[config.mk]
export PLATFORM = sky130hd
export DESIGN_NAME = instr_aligner
export DESIGN_NICKNAME = d
export VERILOG_FILES = /design/src/rtl/if_pkg.sv /design/src/rtl/fetch_fifo.sv /design/src/rtl/instr_aligner.sv
export SDC_FILE = /design/constraint.sdc
export NUM_CORES = 1
export LEC_CHECK = 0
export BUFFER_PORTS_ARGS = -buffer_cell sky130_fd_sc_hd__clkbuf_2
export CORE_ASPECT_RATIO = 1.5
export CORE_MARGIN = 2
export CORE_UTILIZATION = 54
export CTS_CLUSTER_SIZE = 20
export DETAILED_ROUTE_END_ITERATION = 12
export GPL_ROUTABILITY_DRIVEN = 0
export GPL_TIMING_DRIVEN = 0
export HOLD_SLACK_MARGIN = 0.05
export PLACE_DENSITY = 0.85
export SKIP_CTS_REPAIR_TIMING = 1
export SLEW_MARGIN = 40
export SYNTH_ARGS = -nofsm -noshare
export SYNTH_HDL_FRONTEND = slang
export SYNTH_SLANG_ARGS = --single-unit
[constraint.sdc]
create_clock -name clk_i -period 7.6 [get_ports clk_i]
set_input_delay 0.38 -clock clk_i [delete_from_list [all_inputs] [get_ports clk_i]]
set_output_delay 0.38 -clock clk_i [all_outputs]
set_load 0.02 [all_outputs]
[src/rtl/if_pkg.sv]
// Shared types for the instruction aligner and its fetch FIFO.
// Optional build macro: INSTR_ALIGNER_ERR_EN adds a per-word error bit to fetch entries.
package if_pkg;

    localparam int unsigned FETCH_ADDR_W = 32;

    // Low two bits of a halfword that mark the start of a 32-bit instruction.
    localparam logic [1:0] OPC_32B = 2'b11;

    typedef enum logic [1:0] {
        S_ALIGNED = 2'd0,
        S_HALF    = 2'd1,
        S_SPLIT   = 2'd2
    } align_state_e;

    typedef struct packed {
        logic [31:0]             rdata;
        logic [FETCH_ADDR_W-1:2] addr;
`ifdef INSTR_ALIGNER_ERR_EN
        logic                    err;
`endif
    } fetch_entry_t;

    // True when the halfword starts a 32-bit instruction.
    function automatic logic is_32b(input logic [15:0] hw);
        return hw[1:0] == OPC_32B;
    endfunction

endpackage

[src/rtl/fetch_fifo.sv]
// Small FIFO of word-aligned fetch responses.
// Ports: clk_i/rst_i (async active-high), flush_i empties the FIFO,
//        push_i/wdata_i write side, pop_i/head_o read side, full_o/empty_o status.
// Push is ignored when full or flushing; pop is ignored when empty or flushing.
module fetch_fifo
    import if_pkg::*;
#(
    parameter int unsigned DEPTH = 2
) (
    input  logic         clk_i,
    input  logic         rst_i,
    input  logic         flush_i,
    input  logic         push_i,
    input  fetch_entry_t wdata_i,
    input  logic         pop_i,
    output fetch_entry_t head_o,
    output logic         full_o,
    output logic         empty_o
);

    localparam int unsigned PTR_W = $clog2(DEPTH);
    localparam int unsigned CNT_W = $clog2(DEPTH + 1);

    fetch_entry_t     mem [DEPTH];
    logic [PTR_W-1:0] wptr_q;
    logic [PTR_W-1:0] rptr_q;
    logic [CNT_W-1:0] cnt_q;
    logic             push_ok;
    logic             pop_ok;

    assign full_o  = (cnt_q == CNT_W'(DEPTH));
    assign empty_o = (cnt_q == '0);
    assign push_ok = push_i && !full_o && !flush_i;
    assign pop_ok  = pop_i && !empty_o && !flush_i;
    assign head_o  = mem[rptr_q];

    // Pointer and occupancy tracking; DEPTH is a power of two so pointers wrap naturally.
    always_ff @(posedge clk_i or posedge rst_i) begin
        if (rst_i) begin
            wptr_q <= '0;
            rptr_q <= '0;
            cnt_q  <= '0;
        end else if (flush_i) begin
            wptr_q <= '0;
            rptr_q <= '0;
            cnt_q  <= '0;
        end else begin
            if (push_ok) begin
                wptr_q <= wptr_q + PTR_W'(1);
            end
            if (pop_ok) begin
                rptr_q <= rptr_q + PTR_W'(1);
            end
            case ({push_ok, pop_ok})
                2'b10:   cnt_q <= cnt_q + CNT_W'(1);
                2'b01:   cnt_q <= cnt_q - CNT_W'(1);
                default: cnt_q <= cnt_q;
            endcase
        end
    end

    // Entry storage; contents are only observed while the FIFO is non-empty.
    always_ff @(posedge clk_i) begin
        if (push_ok) begin
            mem[wptr_q] <= wdata_i;
        end
    end

endmodule

[src/rtl/instr_aligner.sv]
// Fetch-side aligner: extracts 16-bit compressed or 32-bit instructions
// (including ones split across two fetch words) from buffered fetch responses.
// Ports:
//   clk_i, rst_i (async active-high)
//   flush_i, flush_addr_i          redirect; bit 1 of the new PC selects the start halfword
//   fetch_valid_i/fetch_ready_o, fetch_rdata_i, fetch_addr_i   fetch response in
//   instr_valid_o/instr_ready_i, instr_o, instr_addr_o          instruction out to decode
// Optional build macro INSTR_ALIGNER_ERR_EN adds fetch_err_i and instr_err_o;
// an errored instruction is still length-decoded but presented as zero.
module instr_aligner
    import if_pkg::*;
#(
    parameter int unsigned DEPTH  = 2,
    parameter int unsigned ADDR_W = 32
) (
    input  logic              clk_i,
    input  logic              rst_i,
    input  logic              flush_i,
    input  logic [ADDR_W-1:0] flush_addr_i,
    input  logic              fetch_valid_i,
    output logic              fetch_ready_o,
    input  logic [31:0]       fetch_rdata_i,
    input  logic [ADDR_W-1:0] fetch_addr_i,
`ifdef INSTR_ALIGNER_ERR_EN
    input  logic              fetch_err_i,
    output logic              instr_err_o,
`endif
    output logic              instr_valid_o,
    input  logic              instr_ready_i,
    output logic [31:0]       instr_o,
    output logic [ADDR_W-1:0] instr_addr_o
);

    if (ADDR_W != FETCH_ADDR_W) begin : g_addr_w_check
        $error("instr_aligner: ADDR_W must match if_pkg::FETCH_ADDR_W");
    end

    align_state_e      state_q;
    align_state_e      state_n;
    logic [15:0]       hold_q;
    logic [ADDR_W-1:0] hold_addr_q;
    logic              hold_err_q;

    fetch_entry_t      push_entry;
    fetch_entry_t      head;
    logic              fifo_full;
    logic              fifo_empty;
    logic              push;
    logic              pop;
    logic              hold_load;
    logic              head_err;

    logic              valid_c;
    logic [31:0]       instr_c;
    logic [ADDR_W-1:0] addr_c;
    logic              err_c;

    logic [31:0]       w;
    logic [ADDR_W-1:0] head_addr;
    logic              unused_bits;

    // Only bit 1 of the flush address and the word part of the fetch address carry information.
    assign unused_bits = ^{flush_addr_i[ADDR_W-1:2], flush_addr_i[0], fetch_addr_i[1:0]};

    assign fetch_ready_o = !fifo_full;
    assign push          = fetch_valid_i && !fifo_full && !flush_i;

    assign push_entry.rdata = fetch_rdata_i;
    assign push_entry.addr  = fetch_addr_i[ADDR_W-1:2];
`ifdef INSTR_ALIGNER_ERR_EN
    assign push_entry.err   = fetch_err_i;
    assign head_err         = head.err;
`else
    assign head_err         = 1'b0;
`endif

    assign w         = head.rdata;
    assign head_addr = {head.addr, 2'b00};

    fetch_fifo #(
        .DEPTH (DEPTH)
    ) u_fifo (
        .clk_i   (clk_i),
        .rst_i   (rst_i),
        .flush_i (flush_i),
        .push_i  (push),
        .wdata_i (push_entry),
        .pop_i   (pop),
        .head_o  (head),
        .full_o  (fifo_full),
        .empty_o (fifo_empty)
    );

    // State and hold register; flush clears the hold and picks the start halfword.
    always_ff @(posedge clk_i or posedge rst_i) begin
        if (rst_i) begin
            state_q     <= S_ALIGNED;
            hold_q      <= '0;
            hold_addr_q <= '0;
        end else begin
            state_q <= state_n;
            if (flush_i) begin
                hold_q      <= '0;
                hold_addr_q <= '0;
            end else if (hold_load) begin
                hold_q      <= w[31:16];
                hold_addr_q <= {head.addr, 2'b10};
            end
        end
    end

`ifdef INSTR_ALIGNER_ERR_EN
    // Error bit travelling with the held upper halfword.
    always_ff @(posedge clk_i or posedge rst_i) begin
        if (rst_i) begin
            hold_err_q <= 1'b0;
        end else if (flush_i) begin
            hold_err_q <= 1'b0;
        end else if (hold_load) begin
            hold_err_q <= head_err;
        end
    end
`else
    assign hold_err_q = 1'b0;
`endif

    // Next-state, FIFO pop and instruction extraction.
    always_comb begin
        state_n   = state_q;
        pop       = 1'b0;
        hold_load = 1'b0;
        valid_c   = 1'b0;
        instr_c   = 32'h0;
        addr_c    = '0;
        err_c     = 1'b0;

        case (state_q)
            S_ALIGNED: begin
                if (!fifo_empty) begin
                    valid_c = 1'b1;
                    addr_c  = head_addr;
                    err_c   = head_err;
                    if (!is_32b(w[15:0])) begin
                        instr_c = {16'h0, w[15:0]};
                        if (instr_ready_i) begin
                            state_n = S_HALF;
                        end
                    end else begin
                        instr_c = w;
                        if (instr_ready_i) begin
                            pop = 1'b1;
                        end
                    end
                end
            end
            S_HALF: begin
                if (!fifo_empty) begin
                    if (!is_32b(w[31:16])) begin
                        valid_c = 1'b1;
                        instr_c = {16'h0, w[31:16]};
                        addr_c  = {head.addr, 2'b10};
                        err_c   = head_err;
                        if (instr_ready_i) begin
                            pop     = 1'b1;
                            state_n = S_ALIGNED;
                        end
                    end else begin
                        // Upper half starts a 32-bit instruction: park it and wait for the next word.
                        hold_load = 1'b1;
                        pop       = 1'b1;
                        state_n   = S_SPLIT;
                    end
                end
            end
            S_SPLIT: begin
                if (!fifo_empty) begin
                    valid_c = 1'b1;
                    instr_c = {w[15:0], hold_q};
                    addr_c  = hold_addr_q;
                    err_c   = hold_err_q | head_err;
                    if (instr_ready_i) begin
                        state_n = S_HALF;
                    end
                end
            end
            default: begin
                state_n = S_ALIGNED;
            end
        endcase

        if (err_c) begin
            instr_c = 32'h0;
        end

        // Redirect overrides everything else in its cycle.
        if (flush_i) begin
            valid_c   = 1'b0;
            pop       = 1'b0;
            hold_load = 1'b0;
            state_n   = flush_addr_i[1] ? S_HALF : S_ALIGNED;
        end
    end

    assign instr_valid_o = valid_c;
    assign instr_o       = instr_c;
    assign instr_addr_o  = addr_c;
`ifdef INSTR_ALIGNER_ERR_EN
    assign instr_err_o   = valid_c & err_c;
`endif

endmodule

==> results of run 1 <==
## metal layers
metal	vias to the layer above	wire, um
met3	58	1320
met5	-	0
met1	2668	6590
li1	2390	-
met2	291	9950
met4	0	656
## state kept, by name, summed over array words and instances (netlist names)
name,cells
u_fifo.mem,124
hold_addr_q,31
hold_q,16
state_q,2
u_fifo.cnt_q,2
u_fifo.rptr_q,1
u_fifo.wptr_q,1
## critical path, cell delays in order (launching register included)
cell	delay (ns)
dfrtp_1	0.43
clkbuf_1	0.25
nand2b_1	0.27
nor2_1	0.52
buf_2	0.40
a21oi_1	0.13
o21ai_0	0.15
clkbuf_2	0.24
## per-stage QoR
stage	instances	setup TNS, ns	cell area (um2)
finish	867	0	9130
CTS	866	0	9120
floorplan	522	0	7550
global placement	815	-75.51	8400
detailed placement	834	0	8550
global route	867	0	9130
## cells in the mapped netlist (all sizes together) (4+ instances only)
cell     count
dfrtp       53
a21oi       14
o2bb2ai     14
mux2         4
a22o        61
inv          5
o21ai       15
nand2       10
buf         21
nand2b       4
nor2        54
edfxtp     124
nor4        11
mux2i       59
nand4        5
a2bb2oi      4
clkbuf      19
o32ai       10
a22oi        4
## power breakdown
| group | internal [uW] | switching, uW | total (uW) |
|---|---|---|---|
| Clock | 435 | 400 | 835 |
| Sequential | 1080 | 14.0 | 1090 |
| Combinational | 120 | 235 | 355 |
| Total | 1630 | 649 | 2280 |
## cell type report
cell class                 count  area, um2  share of cell area
inverter                       5       21.3             0.00233
multi-input combinational    300       2300               0.252
timing repair buffer         151        803              0.0880
clock buffer                  17        425              0.0466
buffer                        40        188              0.0206
tap                          162        203              0.0222
sequential                   177       5050               0.553
clock inverter                15        138              0.0151
## final timing paths
check	end	from	slack (ns)	depth (start not counted)
setup / recovery	instr_o[2]	state_q[0]	4.41	7
setup reg to reg	u_fifo.mem[1][28]	u_fifo.cnt_q[0]	5.03	8
hold / removal	u_fifo.mem[0][56]	fetch_rdata_i[26]	0.14	1
min in group asynchronous	hold_addr_q[19]	rst_i	0.43	3
max in group asynchronous	hold_addr_q[3]	rst_i	6.68	4
hold reg to reg	hold_q[3]	hold_q[3]	0.51	1
## logic make-up (layout without fill, tap and decap cells)
kind of cell | after synthesis | in the layout | share of synthesized area
buffers and inverters | 45 | 228 | 0.0274
muxes | 63 | 63 | 0.0852
DFF | 177 | 177 | 0.669
xor gates and xnor gates | 1 | 1 | 0.00116
and+or+nand+nor | 96 | 96 | 0.0589
AOI/OAI and AO/OA | 139 | 139 | 0.158
other | 1 | 1 | 0.000497
==> flow_summary.json, run 1 <==
{
  "final_cell_mix": "131 x clkbuf_2, 124 x edfxtp_1, 61 x a22o_1, 59 x mux2i_1",
  "grt_pass1_wl_um": 28500,
  "synthCells": 522,
  "num_antenna_cells": 0,
  "synth_top_area_share": 0.493,
  "cts_tree": "yes",
  "hp-class": "input pin to flip-flop",
  "htreeDepth": 4,
  "critPathCaptureType": "primary output",
  "met3_usage": 0.0572,
  "via_per_inst": 6.24,
  "skew_ns": 0.00836,
  "grt-busiest-layer": "met2",
  "fin_crit_sh": 0.420,
  "ir_worst_vdd_v": 0.000324,
  "final_util": 0.671,
  "grt_pass1_vias": 5537,
  "rsz0062_at_grt": "false",
  "slew_headroom": 0.443,
  "grt_max_degree": 37,
  "status": "finished clean",
  "cts_sinks": 177,
  "avgSynthCellArea_um2": 14.5,
  "seq_area_frac_synth": 0.669,
  "die_h_um": 149,
  "die_w_um": 101,
  "setup_ws_ns": 4.41,
  "ys_types": 48,
  "path_max_fanout": 10,
  "setup_viol": 0,
  "cp.required_ns": 7.22,
  "clock_latency_ns": 0.43,
  "leakage_uw": 0.00364,
  "async_flop_share": 0.299,
  "synth_seq_cells": 177,
  "vias": 5407,
  "cts_buffers": 17,
  "worstMarginPinSlew_ns": 0.836,
  "antenna_found_initial": 0,
  "synth_ff_type": "edfxtp_1",
  "startpoint_type": "flip-flop",
  "hold_viol": 0,
  "max_freq_ghz": 0.314,
  "synth_nets": 623,
  "synth.area.top_cells": "edfxtp_1 49%, dfrtp_1 18%, mux2i_1 7.8%, a22o_1 7.1%, nor2_1 2.6%",
  "ys_warn_count": 0,
  "fill_cells": 965,
  "rows": 52,
  "syn2layout_area_growth_pct": 21.0,
  "syn_area_um2": 7550,
  "remaining_drc_errors": 0,
  "wl_per_cell_um": 21.4,
  "port_buffers": 131,
  "start_util": 0.555,
  "worstSetupPathType": "flip-flop to primary output",
  "layout.nets": 793,
  "whs_ns": 0.139,
  "cts_max_path_buffers": 2,
  "drtAntennaViolNets": 0,
  "core_um2": 13600,
  "io_pins": 167,
  "cts.clk_slew.worst_paths_ns": 0.07,
  "dp_hpwl_um": 13300,
  "use_met2": 0.442,
  "synth-edff-count": 124,
  "drt_first_pass_iters": 5,
  "place_ws_ns": 4.96,
  "drt-total-wl_um": 18500,
  "yosysTopAreaCell": "edfxtp_1",
  "drive_gt1_frac": 0.316,
  "total_power_uw": 2280,
  "drt_iter0_drc": 349,
  "p_per_area_nw_per_um2": 250,
  "gr-total-overflow": 0,
  "final_common_cell": "clkbuf_2",
  "cts-root-buf": "clkbuf_16",
  "drv_slew": 0,
  "dieArea_um2": 15000,
  "drv_cap": 0,
  "post-route-min-period_ns": 3.19,
  "arrival_ns": 2.81,
  "use_met1": 0.291,
  "gr-usage-all-layers": 0.254
}
Power figures use the tool's default switching activity.
==> inputs of run 2 (changes only) <==
--- a/config.mk
+++ b/config.mk
@@ -8,13 +8,13 @@
 export BUFFER_PORTS_ARGS = -buffer_cell sky130_fd_sc_hd__clkbuf_2
 export CORE_ASPECT_RATIO = 1.5
 export CORE_MARGIN = 2
-export CORE_UTILIZATION = 54
+export CORE_UTILIZATION = 49
 export CTS_CLUSTER_SIZE = 20
 export DETAILED_ROUTE_END_ITERATION = 12
 export GPL_ROUTABILITY_DRIVEN = 0
 export GPL_TIMING_DRIVEN = 0
 export HOLD_SLACK_MARGIN = 0.05
-export PLACE_DENSITY = 0.85
+export PLACE_DENSITY = 0.81
 export SKIP_CTS_REPAIR_TIMING = 1
 export SLEW_MARGIN = 40
 export SYNTH_ARGS = -nofsm -noshare
==> constraint.sdc (replaced) <==
create_clock -name clk_i -period 2.7 [get_ports clk_i]
set_input_delay 0.135 -clock clk_i [delete_from_list [all_inputs] [get_ports clk_i]]
set_output_delay 0.135 -clock clk_i [all_outputs]
set_load 0.02 [all_outputs]
==> run 2 against run 1 <==
Against the previous run: critical path depth down 2; sequential share of layout area down 4.2 points; largest power group unchanged; total power rose to 2.9 times the previous value; critical path type unchanged; non-clock buffer count increased by 59; critical endpoint is now instr_o[31]; die area up 9.9%; combinational power rose to 3.1 times the previous value.
==> flow_summary.json, run 2 (synthesized netlist as in run 1, its figures left out) <==
{
  "p_per_area_nw_per_um2": 659,
  "drive_gt1_frac": 0.300,
  "cts.clk_slew.worst_paths_ns": 0.06,
  "status": "finished clean",
  "cts_sinks": 177,
  "clock_latency_ns": 0.42,
  "largestRegisters": "u_fifo.mem: 124 flops, hold_addr_q: 31 flops, hold_q: 16 flops",
  "dp_hpwl_um": 13700,
  "gr-total-overflow": 0,
  "cp.buffers_inverters": 3,
  "worstSetupPathType": "flip-flop to primary output",
  "htreeDepth": 4,
  "core_um2": 15100,
  "ir_worst_vdd_v": 0.000492,
  "grt-busiest-layer": "met2",
  "p_int_uw": 4730,
  "hold_viol": 0,
  "fin_crit_sh": 0.967,
  "wl_per_cell_um": 20.6,
  "cts_buffers": 17,
  "p_seq_frac": 0.472,
  "setup_viol": 0,
  "rsz0062_at_grt": "true",
  "port_buffers": 131,
  "drt_iter0_drc": 426,
  "cts_max_path_buffers": 2,
  "final_util": 0.656,
  "slowest_delay_ns": 0.50,
  "switching_share": 0.273,
  "startpoint_type": "flip-flop",
  "syn2layout_area_growth_pct": 31.0,
  "min_from": "fetch_valid_i",
  "grt_pass1_vias": 5657,
  "die_h_um": 156,
  "slew_headroom": 0.563,
  "slowest_stage": "clkbuf_1",
  "grt_pass1_wl_um": 29400,
  "start_util": 0.501,
  "met3_usage": 0.0589,
  "cp_common_cell": "clkbuf_2",
  "cts_tree": "yes",
  "hold_path_end": "u_fifo.wptr_q",
  "rr_endpoint": "u_fifo.mem[1][25]",
  "drtAntennaViolNets": 0,
  "remaining_drc_errors": 0,
  "num_antenna_cells": 0,
  "drv_slew": 0,
  "drv_cap": 0,
  "path_max_fanout": 10,
  "whs_ns": 0.114,
  "rows": 55,
  "crit_family": "buffers and inverters",
  "use_met2": 0.441,
  "antenna_found_initial": 0,
  "switching_power_uw": 1780,
  "rr_worst_depth": 7,
  "cp.required_ns": 2.57,
  "final_cell_mix": "138 x clkbuf_2, 124 x edfxtp_1, 64 x dlygate4sd3_1, 61 x a22o_1, 59 x mux2i_1",
  "final_common_cell": "clkbuf_2",
  "io_pins": 167,
  "largest-register": "u_fifo.mem",
  "max_freq_ghz": 0.383,
  "reg2reg_from": "u_fifo.cnt_q[1]",
  "dieArea_um2": 16400,
  "whs_path_depth": 4,
  "placed_cells": 865,
  "post-route-min-period_ns": 2.61,
  "worstMarginPinSlew_ns": 0.653,
  "instances_no_fill": 963,
  "skew_ns": 0.0152,
  "critPathCaptureType": "primary output",
  "largest_reg_flops": 124,
  "setup_ws_ns": 0.0878,
  "use_met1": 0.244,
  "grt_max_degree": 32,
  "r2r_slack_ns": 0.29,
  "clkPwrFrac": 0.358,
  "arrival_ns": 2.48,
  "drt_first_pass_iters": 5,
  "hp-class": "input pin to flip-flop",
  "gr-usage-all-layers": 0.234,
  "crit_chain": "nor2_4, clkbuf_1, clkbuf_2, o32ai_1, clkbuf_2",
  "pwr-share-comb": 0.169,
  "drt-total-wl_um": 19800,
  "layout.nets": 852,
  "via_per_inst": 5.82,
  "leakage_uw": 0.00391,
  "die_w_um": 105,
  "vias": 5605,
  "place_ws_ns": 0.266,
  "cts-root-buf": "clkbuf_16"
}
## run 2: cell count changes in the layout (fill, tap and decap cells not counted), moves of 4 or more
cell           previous run  this run
dlygate4sd3_1             1        64
buf_2                    25        12
buf_6                     4        11
clkbuf_2                131       138
clkbuf_1                 19        15
inv_8                     5         1
## run 2: how the worst max path moves through the flow
stage | from | endpoint | slack [ns] | cells past startpoint
finish | u_fifo.cnt_q[1] | instr_o[31] | 0.09 | 5
global route | u_fifo.mem[1][46] | instr_addr_o[12] | -0.02 | 6
CTS | state_q[0] | instr_o[2] | -0.18 | 7
detailed placement | state_q[0] | instr_o[2] | 0.27 | 7
global placement | flush_i | u_fifo.mem[1][28] | -0.87 | 3
floorplan | u_fifo.cnt_q[0] | u_fifo.mem[1][0] | -0.04 | 4
## run 2: metrics by stage
step	power, uW	cell area [um2]	TNS, ns
2_1_floorplan	3770	7590	-2.38
3_3_place_gp	4070	8490	-99.41
3_5_place_dp	4130	8640	0
4_1_cts	6440	9190	-5.05
5_1_grt	6730	9880	-0.0406
6_report	6520	9880	0
## run 2: worst reg2reg max path: stages (launching register included)
cell      delay (ns)
dfrtp_1         0.49
nand2b_4        0.15
nand2_4         0.08
nor3b_4         0.53
buf_6           0.24
buf_4           0.22
buf_6           0.19
buf_4           0.22
## run 2: cell type report
class | count | area, um2
plain buffers | 40 | 208
clock buffers | 19 | 433
repair buffers | 210 | 1450
fillers | 1045 | 5190
flip-flops and latches | 177 | 5050
inverters | 5 | 21.3
clock inverters | 13 | 124
well taps | 199 | 249
multi-input cells | 300 | 2350
## run 2: routing by layer
layer  routed length (um)  vias up
li1                     -     2507
met1                 6880     2732
met2                11000      306
met3                 1410       60
met4                  561        0
met5                    0        -
## run 2: power by group through the flow
stage / Sequential, uW / Clock, uW / Combinational, uW
2_1_floorplan: 3120 / 0 / 643
3_3_place_gp: 3130 / 0 / 938
3_5_place_dp: 3130 / 0 / 998
4_1_cts: 3080 / 2360 / 1000
5_1_grt: 3090 / 2470 / 1170
6_report: 3080 / 2330 / 1100
